$ cat src/rtl/mem_arbiter.sv
// mem_arbiter: two-requester arbiter in front of a shared 512x16 single-port RAM.
//
// Each transaction takes three cycles:
//   IDLE  - sample requests and latch the winner into grant
//   ISSUE - forward the winner's live cmd/addr/wdata to the RAM
//   DONE  - pulse the winner's ack and, on a read, capture ram_rdata
//
// Ports
//   clk, reset                 rising-edge clock; synchronous active-high reset
//   p0_cmd/addr/wdata (in)     CPU request (cmd 01 read, 10 write, 00/11 none)
//   p0_rdata/p0_ack (out)      CPU read data register and completion pulse
//   p1_*                       the same set for the DMA/IO requester
//   ram_cmd/addr/wdata (out)   command to the RAM; zero outside ISSUE
//   ram_rdata (in)             RAM read data, valid the cycle after a read
//   grant (out)                one-hot owner of the transaction; 00 when idle
//   dbg_state (out)            FSM state: 0 IDLE, 1 ISSUE, 2 DONE
//
// Handshake: a requester raises cmd with addr/wdata and holds all three
// stable until the cycle its ack is high; ack is a single-cycle pulse.
// Nothing is buffered. Dropping cmd before ISSUE aborts the transaction
// without an ack.
//
// Configuration macro MEM_ARBITER_ROUND_ROBIN_EN: when defined, simultaneous
// requests go to the port that did not own the last completed transaction;
// otherwise port0 always wins.
module mem_arbiter (
    input  logic        clk,
    input  logic        reset,
    input  logic [1:0]  p0_cmd,
    input  logic [8:0]  p0_addr,
    input  logic [15:0] p0_wdata,
    output logic [15:0] p0_rdata,
    output logic        p0_ack,
    input  logic [1:0]  p1_cmd,
    input  logic [8:0]  p1_addr,
    input  logic [15:0] p1_wdata,
    output logic [15:0] p1_rdata,
    output logic        p1_ack,
    output logic [1:0]  ram_cmd,
    output logic [8:0]  ram_addr,
    output logic [15:0] ram_wdata,
    input  logic [15:0] ram_rdata,
    output logic [1:0]  grant,
    output logic [1:0]  dbg_state
);

    typedef enum logic [1:0] {
        IDLE  = 2'd0,
        ISSUE = 2'd1,
        DONE  = 2'd2
    } state_t;

    state_t      state_q, state_d;
    logic [1:0]  grant_q, grant_d;
    logic        last_owner_q, last_owner_d;   // 0 = port0, 1 = port1
    logic        read_q, read_d;               // current transaction is a read
    logic [15:0] p0_rdata_q, p1_rdata_q;

    logic        p0_req, p1_req, pick_p1;
    logic [1:0]  sel_cmd;
    logic [8:0]  sel_addr;
    logic [15:0] sel_wdata;
    logic        sel_req;

    assign p0_req = (p0_cmd == 2'b01) || (p0_cmd == 2'b10);
    assign p1_req = (p1_cmd == 2'b01) || (p1_cmd == 2'b10);

`ifdef MEM_ARBITER_ROUND_ROBIN_EN
    // On a tie, port1 wins only if port0 owned the last completed transaction.
    assign pick_p1 = p1_req && (!p0_req || !last_owner_q);
`else
    assign pick_p1 = p1_req && !p0_req;
`endif

    // Live inputs of the granted port; grant is one-hot so bit 1 selects.
    assign sel_cmd   = grant_q[1] ? p1_cmd   : p0_cmd;
    assign sel_addr  = grant_q[1] ? p1_addr  : p0_addr;
    assign sel_wdata = grant_q[1] ? p1_wdata : p0_wdata;
    assign sel_req   = (sel_cmd == 2'b01) || (sel_cmd == 2'b10);

    always_comb begin
        state_d      = state_q;
        grant_d      = grant_q;
        last_owner_d = last_owner_q;
        read_d       = read_q;
        ram_cmd      = 2'b00;
        ram_addr     = 9'd0;
        ram_wdata    = 16'd0;
        p0_ack       = 1'b0;
        p1_ack       = 1'b0;
        case (state_q)
            IDLE: begin
                if (p0_req || p1_req) begin
                    grant_d = pick_p1 ? 2'b10 : 2'b01;
                    state_d = ISSUE;
                end
            end
            ISSUE: begin
                ram_addr  = sel_addr;
                ram_wdata = sel_wdata;
                if (sel_req) begin
                    ram_cmd = sel_cmd;
                    read_d  = (sel_cmd == 2'b01);
                    state_d = DONE;
                end else begin
                    // Requester withdrew: abort silently.
                    grant_d = 2'b00;
                    state_d = IDLE;
                end
            end
            DONE: begin
                p0_ack       = grant_q[0];
                p1_ack       = grant_q[1];
                last_owner_d = grant_q[1];
                grant_d      = 2'b00;
                state_d      = IDLE;
            end
            default: begin
                grant_d = 2'b00;
                state_d = IDLE;
            end
        endcase
        // Reset wins even in the cycle it is asserted: no RAM command and no
        // ack escape from a transaction that is being aborted.
        if (reset) begin
            ram_cmd   = 2'b00;
            ram_addr  = 9'd0;
            ram_wdata = 16'd0;
            p0_ack    = 1'b0;
            p1_ack    = 1'b0;
        end
    end

    always_ff @(posedge clk) begin
        if (reset) begin
            state_q      <= IDLE;
            grant_q      <= 2'b00;
            last_owner_q <= 1'b1;
            read_q       <= 1'b0;
            p0_rdata_q   <= 16'd0;
            p1_rdata_q   <= 16'd0;
        end else begin
            state_q      <= state_d;
            grant_q      <= grant_d;
            last_owner_q <= last_owner_d;
            read_q       <= read_d;
            if (state_q == DONE && read_q) begin
                if (grant_q[0]) p0_rdata_q <= ram_rdata;
                if (grant_q[1]) p1_rdata_q <= ram_rdata;
            end
        end
    end

    assign grant     = reset ? 2'b00 : grant_q;
    assign p0_rdata  = p0_rdata_q;
    assign p1_rdata  = p1_rdata_q;
    assign dbg_state = state_q;

endmodule

$ cat config.mk
export PLATFORM = sky130hd
export DESIGN_NAME = mem_arbiter
export DESIGN_NICKNAME = d
export VERILOG_FILES = /design/src/rtl/mem_arbiter.sv
export SDC_FILE = /design/constraint.sdc
export NUM_CORES = 1
export LEC_CHECK = 0
export CORE_ASPECT_RATIO = 1.75
export CORE_MARGIN = 2
export CORE_UTILIZATION = 37
export CTS_BUF_LIST = sky130_fd_sc_hd__clkbuf_8 sky130_fd_sc_hd__clkbuf_16
export CTS_CLUSTER_DIAMETER = 50
export DETAILED_ROUTE_END_ITERATION = 10
export PLACE_DENSITY = 0.85
export SKIP_CTS_REPAIR_TIMING = 1
export SYNTH_ARGS = -nofsm -noshare
export SYNTH_HDL_FRONTEND = slang
export SYNTH_SLANG_ARGS = --single-unit
$ cat constraint.sdc
create_clock -name clk -period 2.65 [get_ports clk]
set_input_delay 0.3975 -clock clk [delete_from_list [all_inputs] [get_ports clk]]
set_output_delay 0.3975 -clock clk [all_outputs]
set_load 0.01 [all_outputs]
==> metrics.log <==
INFO  metric setup.reg_to_reg.worst_slack = 0.65 ns
INFO  metric fin_nets = 442
INFO  metric vdd_ir_drop_max = roughly 340 uV
INFO  metric synth_area_leader_cell = sky130_fd_sc_hd__dfxtp_1
INFO  metric worst-setup-path-type = in2out
INFO  metric setup_viol_count_final = 0
INFO  metric post_syn_instances = 235
INFO  metric drive_gt1_frac = 0.04348
INFO  metric remaining_drc_errors = 0
INFO  metric antenna_violations_before_repair = 0
INFO  metric totalNegativeSetupSlack = 0 ns
INFO  metric die-area = ~0.0056 sq mm
INFO  metric antenna_violating_nets_post_route = 0
INFO  metric initial_drc_count = 47
INFO  metric routed_wire_length_per_instance = 13.72 microns
INFO  metric cts.sink_count = 37
INFO  metric synth_seq_area_share = 0.3976
INFO  metric postSynth.asyncResetShare = 0
INFO  metric path_max_fanout = 4
INFO  metric number_of_global_route_vias_before_repair = ~2000
INFO  metric total_grt_usage = 0.2059
INFO  metric grt_first_pass_wirelength = about 9100 microns
INFO  metric grt_start_max_net_pins = 38
INFO  metric library_cell_with_the_highest_instance_count_after_synthesis = sky130_fd_sc_hd__nand2_1
INFO  metric routed_wirelength = 5788 microns
INFO  metric insertion_delay = between 0.2 and 0.3 ns
INFO  metric achievable-frequency = 392.4 MHz
INFO  metric root_buffer = sky130_fd_sc_hd__clkbuf_8
INFO  metric r2r.worst_path.cells = 6
INFO  metric hold_start = p1_rdata[8]$_SDFFE_PP0P_
INFO  metric min_to = p1_rdata[8]$_SDFFE_PP0P_
INFO  metric power_per_cell_area = 366.6 mW/mm^2
INFO  metric synth_fp_nets = 310
INFO  metric timing.rr.end = read_q$_SDFFE_PP0P_
INFO  metric synth_top_area_frac = 0.3976
INFO  metric timing.clock.skew = 0.006255 ns
INFO  metric drt_pre_antenna_iters = 4
INFO  metric setup_repair_after_global_routing_missed_its_margin = false
INFO  metric initial_core_util = 0.3808
INFO  metric drv_cap = 0
INFO  metric finalMaxSlewViolations = 0
INFO  metric yosys_most_used_dff = sky130_fd_sc_hd__dfxtp_1
INFO  metric syn-mean-instance-area = 7.928 sq um
INFO  metric postSynthRegisterBits = 37
INFO  metric io_buffers = 136
INFO  metric clock_tree.htree_level_count = 2
INFO  metric finalCritPeriodShare = 0.9617
INFO  metric tritoncts_clock_tree = yes
INFO  metric synth.cell_area = 0.001863 sq mm
INFO  metric maxSlewHeadroom = 0.5017
INFO  metric std_cell_rows = 34
INFO  metric globalRouteOverflowTotal = 0
INFO  metric via_count = between 2000 and 2500
INFO  metric timing.final.hold_violations = 0
INFO  metric startpoint_type = input pin
INFO  metric crit_required = roughly 2.3 ns
INFO  metric critical_path_endpoint_category = primary output
INFO  metric num_cts_buffers = 5
INFO  metric measured_slew_at_the_worst_slew_check_pin = around 0.74 ns
INFO  metric outcome = complete, no violations
INFO  metric fp.coreArea = 0.004892 sq mm
INFO  metric hold-path-cell-count = 2
INFO  metric yosys_warnings = 0
INFO  metric synth_edf_count = 0
INFO  metric r2r-start = grant_q[1]$_SDFFE_PP0P_
INFO  metric final.fill_count = around 400
INFO  metric combined_area_of_the_multi_input_logic_cells = 994.7 sq um
INFO  metric synthToLayoutAreaGrowth = 78.51%
INFO  metric hold_path.class = reg2reg
INFO  metric synthTopCellsByCount = sky130_fd_sc_hd__nand2_1, sky130_fd_sc_hd__dfxtp_1, sky130_fd_sc_hd__a21oi_1
INFO  metric boundaryPins = 137
INFO  metric regArea = 743.2 sq um
INFO  metric place_hpwl = approximately 4600 microns
INFO  metric post-route-util = 0.6798
INFO  metric worstPathArrival = roughly 2.2 ns
INFO  metric finalWorstPathRequiredPeriod = 2.549 ns
INFO  metric diode_count = 0
INFO  metric path_clk_slew = ~0.070 ns
INFO  metric netlist_top_cells_area = sky130_fd_sc_hd__dfxtp_1, sky130_fd_sc_hd__mux2i_1, sky130_fd_sc_hd__nand2_1, sky130_fd_sc_hd__a21oi_1, sky130_fd_sc_hd__nor2_1
INFO  metric ys_types = 26
INFO  metric die_h = 97.87 microns
INFO  metric leakage_power = approximately 1.2 nW
INFO  metric viasPerCell = around 5.0
INFO  metric gpl.final_weighted_congestion = 0.7910
INFO  metric die_w = 57.64 microns
INFO  metric cts.path.max_buffers = 2
-- where the power goes --
group          total, mW  leakage, nW  internal (mW)  switching, mW
logic              0.270        0.827          0.174         0.0960
clock network      0.374       0.0491          0.178          0.195
registers          0.576        0.299          0.562         0.0132
-- final cells by class --
cell class,count,share of cell area
repair buffers,142,0.4266
clock buffers,5,0.02069
flip-flops and latches,37,0.2235
clock inverters,3,0.004138
multi-input cells,176,0.2991
well taps,54,0.02032
inverters,5,0.005643
-- sequential cells by signal, indices dropped and copies added, names as in the netlist --
register	count
read_q	1
p1_rdata	16
dbg_state	2
grant_q	2
p0_rdata	16
-- placed cells by master (no fill, tap or decap), types with 3 or more instances in the layout --
master / instances
sky130_fd_sc_hd__nor2_1: 29
sky130_fd_sc_hd__ha_1: 3
sky130_fd_sc_hd__inv_1: 6
sky130_fd_sc_hd__mux2i_1: 28
sky130_fd_sc_hd__nand2_1: 64
sky130_fd_sc_hd__clkdlybuf4s50_1: 136
sky130_fd_sc_hd__a21oi_1: 33
sky130_fd_sc_hd__clkbuf_8: 5
sky130_fd_sc_hd__buf_4: 5
sky130_fd_sc_hd__dfxtp_1: 35
-- cell families after synthesis --
logic type / Yosys count / share of synthesized area
AND/OR/NAND/NOR: 108 / 0.2552
flip-flops: 37 / 0.3976
AO/OA/AOI/OAI: 35 / 0.09873
multiplexers: 28 / 0.1504
buffers and inverters: 22 / 0.06850
adder cells (fa/ha/maj): 3 / 0.02015
XOR/XNOR: 2 / 0.009404
-- critical path: stages --
cell and delay, ns:
sky130_fd_sc_hd__clkdlybuf4s50_1 0.42, sky130_fd_sc_hd__or3b_1 0.42, sky130_fd_sc_hd__buf_4 0.18, sky130_fd_sc_hd__nor2_1 0.17, sky130_fd_sc_hd__clkdlybuf4s50_1 0.56
-- layer usage --
layer	global-route usage	vias to the layer above	routed length (microns)
met5	0	-	0
met4	0.09302	0	127
met3	0.05033	9	541
met2	0.3680	129	2959
met1	0.2197	917	2160
li1	-	1034	-
-- per-stage QoR --
step                power [mW]  cells  area, sq um  hold slack [ns]  worst slack (ns)
finish                   1.219    422         3326           0.4536            0.1014
global placement        0.8551    414         3242           0.4409            0.1292
floorplan               0.6857    235         1863           0.4805            0.8468
detailed placement      0.8595    414         3242           0.4455           0.09238
global route             1.274    422         3326           0.4706           0.04038
CTS                      1.232    422         3324           0.4559           0.07407
-- worst max-delay path by stage --
| stage | startpoint | to | slack (ns) | cells after the start |
|---|---|---|---|---|
| after detailed placement | reset | ram_wdata[7] | 0.09 | 5 |
| after global placement | reset | ram_wdata[9] | 0.13 | 5 |
| after CTS | dbg_state[0]$_SDFFE_PP0P_ | ram_wdata[7] | 0.07 | 4 |
| final | reset | ram_wdata[7] | 0.10 | 5 |
| after global routing | reset | ram_wdata[7] | 0.04 | 5 |
| after floorplan | grant_q[1]$_SDFFE_PP0P_ | read_q$_SDFFE_PP0P_ | 0.85 | 7 |
Power figures use the tool's default switching activity.
